$ cat src/rtl/ready_sampler.sv
// ready_sampler: latches per-player ready pulses and, once every player has
// joined, captures a free-running modulo-MOD tick counter as the round number.
// An optional timeout abandons a round that only some players have joined.
module ready_sampler #(
    parameter int unsigned PLAYERS = 2,
    parameter int unsigned DIV     = 50_000_000,
    parameter int unsigned MOD     = 10,
    parameter int unsigned W       = 4,
    parameter int unsigned TMO     = 0
) (
    input  logic               CLK,
    input  logic               RST,
    input  logic [PLAYERS-1:0] READY,
    input  logic               CLR,
    output logic [W-1:0]       NUM,
    output logic               OK,
    output logic [PLAYERS-1:0] LATCHED,
    output logic               TIMEOUT
);

    localparam int unsigned CntW  = (DIV > 1) ? $clog2(DIV) : 1;
    localparam int unsigned TcntW = (TMO > 0) ? $clog2(TMO + 1) : 1;

    localparam logic [CntW-1:0]  CntMax = CntW'(DIV - 1);
    localparam logic [W-1:0]     SecMax = W'(MOD - 1);
    localparam logic [TcntW-1:0] TmoVal = TcntW'(TMO);

    typedef enum logic {StCollect, StHold} state_e;

    state_e             state_q, state_d;
    logic [CntW-1:0]    cnt_q, cnt_d;
    logic [W-1:0]       sec_q, sec_d;
    logic [TcntW-1:0]   tcnt_q, tcnt_d;
    logic [W-1:0]       num_q, num_d;
    logic               ok_q, ok_d;
    logic               timeout_q, timeout_d;
    logic [PLAYERS-1:0] latched_q, latched_d;

    logic tick;
    logic all_ones;
    logic partial;

    assign tick     = (cnt_q == CntMax);
    assign all_ones = &latched_q;
    assign partial  = |latched_q && !all_ones;

    // Free-running prescaler and modulo-MOD tick counter, independent of the FSM.
    always_comb begin
        cnt_d = tick ? '0 : cnt_q + CntW'(1);
        sec_d = sec_q;
        if (tick) begin
            sec_d = (sec_q == SecMax) ? '0 : sec_q + W'(1);
        end
    end

    // Round FSM: collect readies, capture on full set, hold until cleared.
    always_comb begin
        state_d   = state_q;
        latched_d = latched_q;
        tcnt_d    = tcnt_q;
        num_d     = num_q;
        ok_d      = 1'b0;
        timeout_d = 1'b0;
        unique case (state_q)
            StCollect: begin
                if (CLR) begin
                    // Clear wins over a same-cycle READY.
                    latched_d = '0;
                    tcnt_d    = '0;
                end else if (all_ones) begin
                    // sec_q is the pre-increment value on this edge.
                    num_d   = sec_q;
                    ok_d    = 1'b1;
                    tcnt_d  = '0;
                    state_d = StHold;
                end else if (TMO > 0 && partial && tick && tcnt_q == TmoVal) begin
                    // A press in the expiry cycle seeds the next round.
                    latched_d = READY;
                    tcnt_d    = '0;
                    timeout_d = 1'b1;
                end else begin
                    latched_d = latched_q | READY;
                    if (!partial) begin
                        tcnt_d = '0;
                    end else if (TMO > 0 && tick) begin
                        tcnt_d = tcnt_q + TcntW'(1);
                    end
                end
            end
            StHold: begin
                tcnt_d = '0;
                if (CLR) begin
                    latched_d = '0;
                    state_d   = StCollect;
                end
            end
            default: state_d = StCollect;
        endcase
    end

    // State registers with asynchronous active-low reset.
    always_ff @(posedge CLK or negedge RST) begin
        if (!RST) begin
            state_q   <= StCollect;
            cnt_q     <= '0;
            sec_q     <= '0;
            tcnt_q    <= '0;
            num_q     <= '0;
            ok_q      <= 1'b0;
            timeout_q <= 1'b0;
            latched_q <= '0;
        end else begin
            state_q   <= state_d;
            cnt_q     <= cnt_d;
            sec_q     <= sec_d;
            tcnt_q    <= tcnt_d;
            num_q     <= num_d;
            ok_q      <= ok_d;
            timeout_q <= timeout_d;
            latched_q <= latched_d;
        end
    end

    assign NUM     = num_q;
    assign OK      = ok_q;
    assign LATCHED = latched_q;
    assign TIMEOUT = timeout_q;

endmodule
$ cat config.mk
export PLATFORM = sky130hd
export DESIGN_NAME = ready_sampler
export DESIGN_NICKNAME = d
export VERILOG_FILES = /design/src/rtl/ready_sampler.sv
export SDC_FILE = /design/constraint.sdc
export NUM_CORES = 1
export LEC_CHECK = 0
export ABC_AREA = 1
export ABC_CLOCK_PERIOD_IN_PS = 3700
export CAP_MARGIN = 20
export CORE_UTILIZATION = 60
export DETAILED_ROUTE_END_ITERATION = 10
export HOLD_SLACK_MARGIN = 0.12
export PLACE_DENSITY = 0.85
export SLEW_MARGIN = 20
export SYNTH_ARGS = -nofsm -noshare
export SYNTH_HDL_FRONTEND = slang
export SYNTH_SLANG_ARGS = --single-unit
$ cat constraint.sdc
create_clock -name CLK -period 3.7 [get_ports CLK]
set_clock_uncertainty 0.2 [all_clocks]
set_input_delay 0.74 -clock CLK [delete_from_list [all_inputs] [get_ports CLK]]
set_output_delay 0.74 -clock CLK [all_outputs]
set_load 0.02 [all_outputs]
== Yosys cells after proc, flatten, opt, wreduce, memory -nomap -nowiden ==
Index checks and enable logic that the tools add are counted.

* Output and inout port bits: 8
* Bits of input ports: 5
* Memories kept: 0
* ROM bits: 0
* RAM bits: 0
* Latch bits: 0
* Bits in registers: 38
* Word-level logic and storage cells: 29

* Reduce and logical (&&, ||, !) cells: 3
* Shifts and indexed selects: 0
* Mux-type cells: 11
* Eq/ne operators: 4
* Bitwise gates (word level): 3
* Div/mod/pow operators: 0
* Multipliers: 0
* Magnitude comparators: 0
* $add $sub $neg: 2

{| class="wikitable"
|+ Operators with widths
! cell !! count
|-
| 26-bit by 1-bit adder with 26-bit output (second input constant) || 1
|-
| 26-bit equality test (second input constant) || 1
|-
| 26-bit 2-to-1 mux || 1
|-
| 2-bit 2-to-1 mux || 3
|-
| 4-bit by 1-bit adder with 4-bit output (second input constant) || 1
|-
| 4-bit equality test (second input constant) || 1
|-
| 1-bit 2-to-1 mux || 4
|-
| 4-bit 2-to-1 mux || 1
|-
| 2-bit one-hot mux with 2 select lines || 1
|-
| 2-bit AND reduction || 2
|-
| 4-bit AND reduction || 1
|-
| 3-bit inequality test (second input constant) || 1
|-
| 2-bit inequality test (second input constant) || 1
|-
| 1-bit inverter || 2
|-
| 2-bit OR || 1
|-
| 1-bit one-hot mux with 2 select lines || 1
|}

== Longest topological paths before layout ==
Gate-level depths: netlist of run 1.

* Depth in word-level cells: 4
* Gate-level depth with buffers: 9
* Depth with buffers taken out: 9

== Worst setup path after synthesis of run 1 ==
No wires, ideal clock.

* Path kind: input -> register
* Start: input CLR
* End: register num_q[2], in the netlist NUM[2]
* Library setup time: 0.127 ns
* Buffers on the path: 0
* Stages: 4
* Data required time: 3.373 ns
* Data arrival time: 1.251 ns
* Setup slack: 2.123 ns
* Path through: nor3_1 -> inv_1 -> nand2_1 -> o21ai_0

* Longest elaborated chain between the ends: 2

{| class="wikitable"
|+ RTL lines
! what !! RTL line !! source
|-
| from (decl) || 14 || <nowiki>input logic CLR,</nowiki>
|-
| 1-bit inverter (no source line) || - ||
|-
| 4-bit AND reduction (no source line) || - ||
|-
| to (signal assigned) || 117 || <nowiki>num_q <= num_d;</nowiki>
|-
| to (decl) || 34 || <nowiki>logic [W-1:0] num_q, num_d;</nowiki>
|}

No other way between the ends.
A chain may end at the register's enable or synchronous reset.

== Final worst setup path of run 1 ==
* Start: register latched_q[0], in the netlist LATCHED[0]
* End: output LATCHED[0]

{| class="wikitable"
|+ RTL lines
! what !! RTL line !! source
|-
| from (decl) || 37 || <nowiki>logic [PLAYERS-1:0] latched_q, latched_d;</nowiki>
|-
| from (signal assigned) || 120 || <nowiki>latched_q <= latched_d;</nowiki>
|-
| to (decl) || 17 || <nowiki>output logic [PLAYERS-1:0] LATCHED,</nowiki>
|}

No word-level cell between the ends.

==> flow_metrics.tcl, run 1 <==
set metrics [dict create \
    status "completed" \
    cp_num_buf_inv 1 \
    power_switching_share_pct 22.4 \
    max_freq_ghz 0.439 \
    cts_resized 0 \
    synth.yosys.warnings 0 \
    grt_pass1_wl_microns 6510 \
    netlist_area_sq_um 2120 \
    area_delta_synth_final_pct 9.73 \
    hp-start "cnt_q[0]" \
    critPathTopFamily "buffers and inverters" \
    min_period_ps 2280 \
    internal_power_w 0.000524 \
    crit_arrival_ps 1340 \
    crit_start "LATCHED[0]" \
    cts_max_path_buffers 2 \
    rsz0062_at_grt "no" \
    cts_root_buf "clkbuf_4" \
    path_clk_slew_ps 100 \
    drc 0 \
    avgSynthCellArea_sq_um 7.55 \
    grt_pass1_vias 1512 \
    relSlewSlack_pct 45.9 \
    synth_ff_type "dfrtp_1" \
    worstReg2RegStart "cnt_q[0]" \
    cts_tree "yes" \
    ys_ff_latch 38 \
    multi_input_area_sq_um 1030 \
    setup_viol 0 \
    async_reset_ff_share_pct 100 \
    setup-tns-final_ps 0 \
    hpwlAfterDp_microns 3060 \
    port_buffers 11 \
    drv_slew 0 \
    drt_iter0_drc 118 \
    p_seq_share_pct 63.1 \
    gp_congestion 0.823 \
    yosysTopAreaCell "dfrtp_1" \
    route.detailed.wl_per_inst_microns 11.7 \
    cts-buffers-inserted 5 \
    vias 1722 \
    ys_types 25 \
    hold_viol 0 \
    drt_pass1_iterations 4 \
    vias_per_cell 5.02 \
    path_class "register to primary output" \
    cts_hold_buffers 0 \
    start_util_pct 63.1 \
    clkPwrFrac_pct 30.9 \
    register_area_sq_um 951 \
    design_area_sq_um 2330 \
    fp.coreArea_sq_um 3360 \
    start_kind "register" \
    die_w_microns 61.5 \
    p_sw_w 0.000152 \
    post_dp_cell_area_sq_um 2280 \
    fin_crit_sh_pct 61.5 \
    io_pins 13 \
    postCtsSetupRepairBufs 0 \
    cts_sinks 38 \
    hold_path.class "register to register" \
    crit_fanout 3 \
    grt_overflow_total 0 \
    ys_top_cells_by_area "dfrtp_1 (45%), nand2_1 (13%), nor2_1 (9.4%), inv_1 (6.0%), nor2_4 (4.2%)" \
    htree_num_levels 2 \
    design.die.area_sq_um 3780 \
    synth.top_cell.area_share_pct 44.8 \
    die_y_microns 61.5 \
    wl_microns 4020 \
    power_density_nw_per_um2 290 \
    antenna_found_initial 0 \
    syn_inst 281 \
    synth_enable_flop_cells 0 \
    track_usage_pct 24.2 \
    critPathRequiredTime_ps 2760 \
    end_kind "primary output" \
    holdWs_ps 264 \
    final_nets 304 \
    grt_start_max_net_pins 39 \
    cpPeakStageDelay_ps 610 \
    layout-drive-gt1-share_pct 11.1 \
    antenna_left 0 \
    crit_chain "clkdlybuf4s50_1" \
    tightest_slew_ps 812 \
    comb_power_share_pct 6.0 \
    drv_cap 0 \
    peakVddDrop_mv 0.284 \
    nFillCells 296 \
    antenna_cells 0 \
    clock_latency_ps 340 \
    row_count 21 \
    synth_nets 287 \
    cpMaxStageDelayCell "clkdlybuf4s50_1" \
    leakage_nw 1.08 \
    ys_seq_area_share_pct 44.8 \
]
[per-stage QoR]
step	utilization (%)	instances	power, W	worst slack (ps)
CTS	69.2	343	0.000686	1410
detailed placement	67.7	337	0.000476	1490
finish	69.2	343	0.000676	1420
global placement	67.7	337	0.000475	1560
global route	69.2	343	0.000705	1340
floorplan	-	281	0.000451	2120
[metal layers]
layer	track usage, %	share of wire [%]	wire length, microns	vias up
met2	39.6	48	1930	41
met5	0	0	0	-
met1	32.3	46	1860	793
met4	9.21	0.87	35	0
met3	4.62	5.0	201	4
li1	-	-	-	884
[cell usage after synthesis (2+ instances only)]
cell type / instances
o21ai_0: 5
a21oi_1: 9
nand3_1: 16
xor2_1: 10
nand2_2: 5
nor2_2: 6
xnor2_1: 3
inv_1: 34
nor2_1: 53
nor2_4: 8
o21ai_2: 2
dfrtp_1: 38
and2_1: 4
nand2_1: 75
nor3_1: 2
nand3_2: 2
[placed cells by master (no fill, tap or decap), drive strengths merged]
cell type	Yosys	routed
buf	1	1
o21ai	7	7
o21a	1	1
nand2	81	81
clkdlybuf4s50	0	10
clkbuf	0	6
and2	4	4
dfrtp	38	38
nand3b	1	1
xnor2	3	3
nand4	1	1
clkinv	1	1
nor3	2	2
conb	1	1
xor2	10	10
ha	1	1
a21oi	9	9
or2	1	1
nand3	18	18
inv	34	34
nor2	67	67
[worst paths after layout]
check                        endpoint  cells after the start  slack, ps
min reg2reg                  cnt_q[0]                      1        260
min                          cnt_q[0]                      1        260
min in group asynchronous   cnt_q[23]                      1        280
max                        LATCHED[0]                      1       1420
max reg2reg                 cnt_q[12]                      8       2020
max in group asynchronous    cnt_q[6]                      1       2500
[final cells by class]
class,instances,share of cell area [%]
repair buffers,11,4.51
clock buffers,6,2.20
inverters,35,5.70
multi-input cells,207,44.3
flip-flops and latches,38,40.8
well taps,46,2.47
[sequential cells by signal, summed over array words and instances (netlist names)]
| name | count |
|---|---|
| sec_q | 4 |
| LATCHED | 2 |
| state_q | 1 |
| OK | 1 |
| cnt_q | 26 |
| NUM | 4 |
[power by group through the flow]
| stage | sequential, W | clock (W) | combinational, W |
|---|---|---|---|
| after global placement | 0.000434 | 0 | 0.0000408 |
| after global routing | 0.000428 | 0.000231 | 0.0000464 |
| after CTS | 0.000427 | 0.000218 | 0.0000417 |
| after floorplan | 0.000442 | 0 | 0.00000883 |
| final | 0.000427 | 0.000209 | 0.0000407 |
| after detailed placement | 0.000435 | 0 | 0.0000417 |
[kinds of logic (layout without fill, tap and decap cells)]
kind of cell,after synthesis,in the layout,synth area share (%)
AND/OR/NAND/NOR,175,175,38.0
other,1,1,0.177
buffers and inverters,36,52,6.60
adder cells (fa/ha/maj),1,1,0.590
flip-flops,38,38,44.8
AO/OA/AOI/OAI,17,17,4.48
XOR/XNOR,13,13,5.37
No activity file was read; power rests on OpenSTA's default activity.
==> run 2: changes to the inputs <==
- ABC_CLOCK_PERIOD_IN_PS: 3700 -> 2400
- CORE_UTILIZATION: 60 -> 59
- PLACE_DENSITY: 0.85 -> 0.84
- clock period: 3.7 -> 2.4 ns (I/O delays scaled with it)
==> flow_metrics.tcl, run 2 (synthesis results as in run 1) <==
set metrics [dict create \
    status "completed" \
    grt_start_max_net_pins 39 \
    drv_cap 0 \
    start_kind "register" \
    fp.coreArea_sq_um 3390 \
    end_kind "primary output" \
    htree_num_levels 2 \
    cts_tree "yes" \
    cts_root_buf "clkbuf_4" \
    crit_arrival_ps 1370 \
    whs_path_depth 1 \
    hold_viol 0 \
    vias_per_cell 5.08 \
    wl_microns 3950 \
    p_seq_share_pct 63.6 \
    power_switching_share_pct 24.3 \
    layout_commonest_cell "nand2_1" \
    critPathTopFamily "buffers and inverters" \
    tightest_slew_ps 810 \
    setup-tns-final_ps 0 \
    register_area_sq_um 951 \
    design_area_sq_um 2330 \
    largest_reg_flops 26 \
    cpPeakStageDelay_ps 620 \
    io_pins 13 \
    die_y_microns 62.0 \
    route.detailed.wl_per_inst_microns 11.5 \
    track_usage_pct 22.9 \
    antenna_cells 0 \
    design.die.area_sq_um 3840 \
    critPathRequiredTime_ps 1720 \
    min_period_ps 2050 \
    path_clk_slew_ps 110 \
    antenna_found_initial 0 \
    drt_iter0_drc 103 \
    worstReg2RegStart "cnt_q[0]" \
    drt_pass1_iterations 4 \
    power_density_nw_per_um2 443 \
    instances_no_fill 345 \
    multi_input_area_sq_um 1030 \
    cts_sinks 38 \
    drv_slew 0 \
    fin_crit_sh_pct 85.3 \
    drc 0 \
    path_class "register to primary output" \
    nFillCells 277 \
    comb_power_share_pct 6.2 \
    min_to "cnt_q[0]" \
    final_nets 305 \
    regMostFlops "cnt_q" \
    grt_pass1_vias 1492 \
    area_delta_synth_final_pct 10.0 \
    hold_path.class "register to register" \
    rrSetupSlack_ps 730 \
    p_sw_w 0.000251 \
    die_w_microns 62.0 \
    port_buffers 11 \
    start_util_pct 62.6 \
    max_freq_ghz 0.488 \
    row_count 21 \
    cts_max_path_buffers 2 \
    relSlewSlack_pct 46.0 \
    postCtsSetupRepairBufs 0 \
    post_dp_cell_area_sq_um 2280 \
    rsz0062_at_grt "no" \
    reg2regPathDepth 8 \
    cp_num_buf_inv 1 \
    setup_viol 0 \
    clock_latency_ps 350 \
    cts-buffers-inserted 5 \
    final_cell_mix "nand2_1 (75), nor2_1 (53), dfrtp_1 (38), inv_1 (34), nand3_1 (16)" \
    gp_congestion 0.808 \
    placed_cells 337 \
    fin_util_pct 68.9 \
    clkPwrFrac_pct 30.1 \
    crit_fanout 3 \
    grt_overflow_total 0 \
    internal_power_w 0.000783 \
    leakage_nw 1.08 \
    antenna_left 0 \
    crit_chain "clkdlybuf4s50_1" \
    r2r_end "cnt_q[22]" \
    hp-start "cnt_q[0]" \
    cpMaxStageDelayCell "clkdlybuf4s50_1" \
    peakVddDrop_mv 0.298 \
    layout-drive-gt1-share_pct 11.4 \
    vias 1753 \
    grt_pass1_wl_microns 6270 \
    hpwlAfterDp_microns 2950 \
]
[run 2: cell count changes in the layout (fill, tap and decap cells not counted), sizes merged]
cell	delta
dlygate4sd3	+1
clkinv	+2
clkbuf	-1
[run 2: worst max-delay path by stage]
stage	start	endpoint	slack, ps	cells after the start
detailed placement	CLR	NUM[1]	450	5
CTS	LATCHED[1]	LATCHED[1]	330	1
global route	LATCHED[0]	LATCHED[0]	310	1
global placement	CLR	NUM[2]	510	5
floorplan	cnt_q[0]	cnt_q[12]	870	8
finish	LATCHED[1]	LATCHED[1]	350	1
[run 2: what timing repair did]
action                     in CTS  in global routing
hold endpoints to repair       38                  0
setup endpoints to repair       0                  0
gates resized for setup         0                  0
hold buffers                    1                  0
[run 2: metrics by stage]
stage / hold slack [ps] / power (W) / setup WS [ps]
after floorplan: -15.6 / 0.000695 / 870
after global placement: 247 / 0.000732 / 512
after detailed placement: 262 / 0.000735 / 446
after CTS: 276 / 0.00105 / 329
after global routing: 301 / 0.00107 / 310
final: 270 / 0.00103 / 352
[run 2: power by group through the flow]
stage          sequential, W  combinational [W]  clock [W]
3_5_place_dp        0.000670          0.0000643          0
4_1_cts             0.000658          0.0000657   0.000323
6_report            0.000658          0.0000643   0.000312
5_1_grt             0.000659          0.0000722   0.000341
2_1_floorplan       0.000681          0.0000136          0
3_3_place_gp        0.000670          0.0000627          0
[run 2: cell type report]
cell class / instances / share of cell area, %
clock buffer: 5 / 1.61
clock inverter: 2 / 0.429
inverter: 35 / 5.68
multi-input combinational: 207 / 44.2
sequential: 38 / 40.7
tap: 46 / 2.47
timing repair buffer: 12 / 4.93
[run 2: routing by layer]
metal  part of all wire (%)  GRT usage [%]  vias up
met5                      0              0        -
met4                    1.5           8.25        0
met3                    2.9           5.80        5
met2                     48           37.7       28
met1                     48           29.4      829
li1                       -              -      891
==> variant: new RTL, settings of run 2 <==
Change the parameter `W` from 4 to 3.
--- a/src/rtl/ready_sampler.sv
+++ b/src/rtl/ready_sampler.sv
@@ -5,7 +5,7 @@
     parameter int unsigned PLAYERS = 2,
     parameter int unsigned DIV     = 50_000_000,
     parameter int unsigned MOD     = 10,
-    parameter int unsigned W       = 4,
+    parameter int unsigned W       = 3,
     parameter int unsigned TMO     = 0
 ) (
     input  logic               CLK,
Interface: changed (resized NUM); port bits go from 13 to 12. No check against the original RTL was run, so the function may have changed too.
==> variant against run 2 <==
  * Synthesized cell count fell by 7.8%
  * Highest routed layer unchanged
  * Sequential cell count down 2
  * Power shrank 1.9%
  * Worst setup slack better by 0.031 ns
  * Critical endpoint is now LATCHED[0]
  * Cell count is 7.0% lower
  * Global-route usage increased by 0.80 points
  * Design area is 7.0% lower
  * Wire length shrank 5.9%
  * Die area decreased by 7.4%
  * Largest power group unchanged
  * Critical path depth is the same
  * Synthesized area decreased by 7.7%
  * Sequential power decreased by 5.9%
==> variant: results (changes against run 2) <==
- Worst setup path start: LATCHED[0]
- Slew @ Worst Pin: 0.790 ns (-0.0199 ns)
- Cells after synthesis: 259 (-7.8%)
- R2r endpoint: cnt_q[18]
- Top cells by area, synth: dfrtp_1, nand2_1, nor2_1
- Most instantiated cells after synthesis: nand2_1, nor2_1, dfrtp_1, inv_1, nand3_1
- Largest net degree at the start of global routing: 37 (-5.1%)
- Vias in the first global route: 1,380 (-7.5%)
- Critical Path AT: 1.34 ns (-0.03 ns)
- Post-synthesis xor/xnor area fraction: 5.81% (+0.45 points)
- Final Non-Filler Cells: 321 (-7.0%)
- Sequential power share: 61.1% (-2.5 points)
- Via count: 1,596 (-9.0%)
- Met2 wire len: 1750 um (-7.2%)
- Peak supply drop: 0.373 mV (+25%)
- Share of layout cells above drive strength 1: 8.66% (-2.7 points)
- Status: complete, no violations
- Final Wtd Congestion: 0.834 (+3.3%)
- GRT met2 Usage: 37.2% (-0.45 points)
- Global-route wire length before repair: 6090 um (-3.0%)
- Placed insts: 312 (-7.4%)
- Synth Net Count: 265 (-7.7%)
- Yosys cell types: 23 (-8.0%)
- DR WL met3: 166 um (+47%)
- Post-layout nets: 282 (-7.5%)
- Max Fclk: 0.496 GHz (+1.5%)
- IO buf count: 10 (-1)
- Net Sw Frac: 23.1% (-1.2 points)
- Detailed placement HPWL: 2740 um (-7.3%)
- Clk network pwr share: 33.8% (+3.7 points)
- Pwr Total: 1.01 mW (-1.9%)
==> variant: cell count changes after synthesis, moves of 2 or more <==
cell      delta
nor2_4       -4
dfrtp_1      -2
o21bai_1     +3
inv_1        -3
nor2_2       -2
and2_1       -3
nand2_1      -8
nor2_1       +3
o21ai_0      -2
nand3_1      +2
o21ai_2      -2
==> variant: worst min-delay path by stage <==
stage            endpoint  cells after the start  startpoint  slack (ns)
6_report         cnt_q[0]                      1    cnt_q[0]        0.28
5_1_grt          cnt_q[0]                      1    cnt_q[0]        0.30
4_1_cts          cnt_q[0]                      1    cnt_q[0]        0.28
3_5_place_dp     cnt_q[0]                      1    cnt_q[0]        0.26
3_3_place_gp     cnt_q[0]                      1    cnt_q[0]        0.26
2_1_floorplan  LATCHED[0]                      0         RST       -0.02
==> variant: layout make-up <==
cell class	instances	area share, %
inverter	32	5.53
clock buffer	8	2.71
multi-input combinational	190	42.9
tap	44	2.54
timing repair buffer	11	4.84
sequential	36	41.5
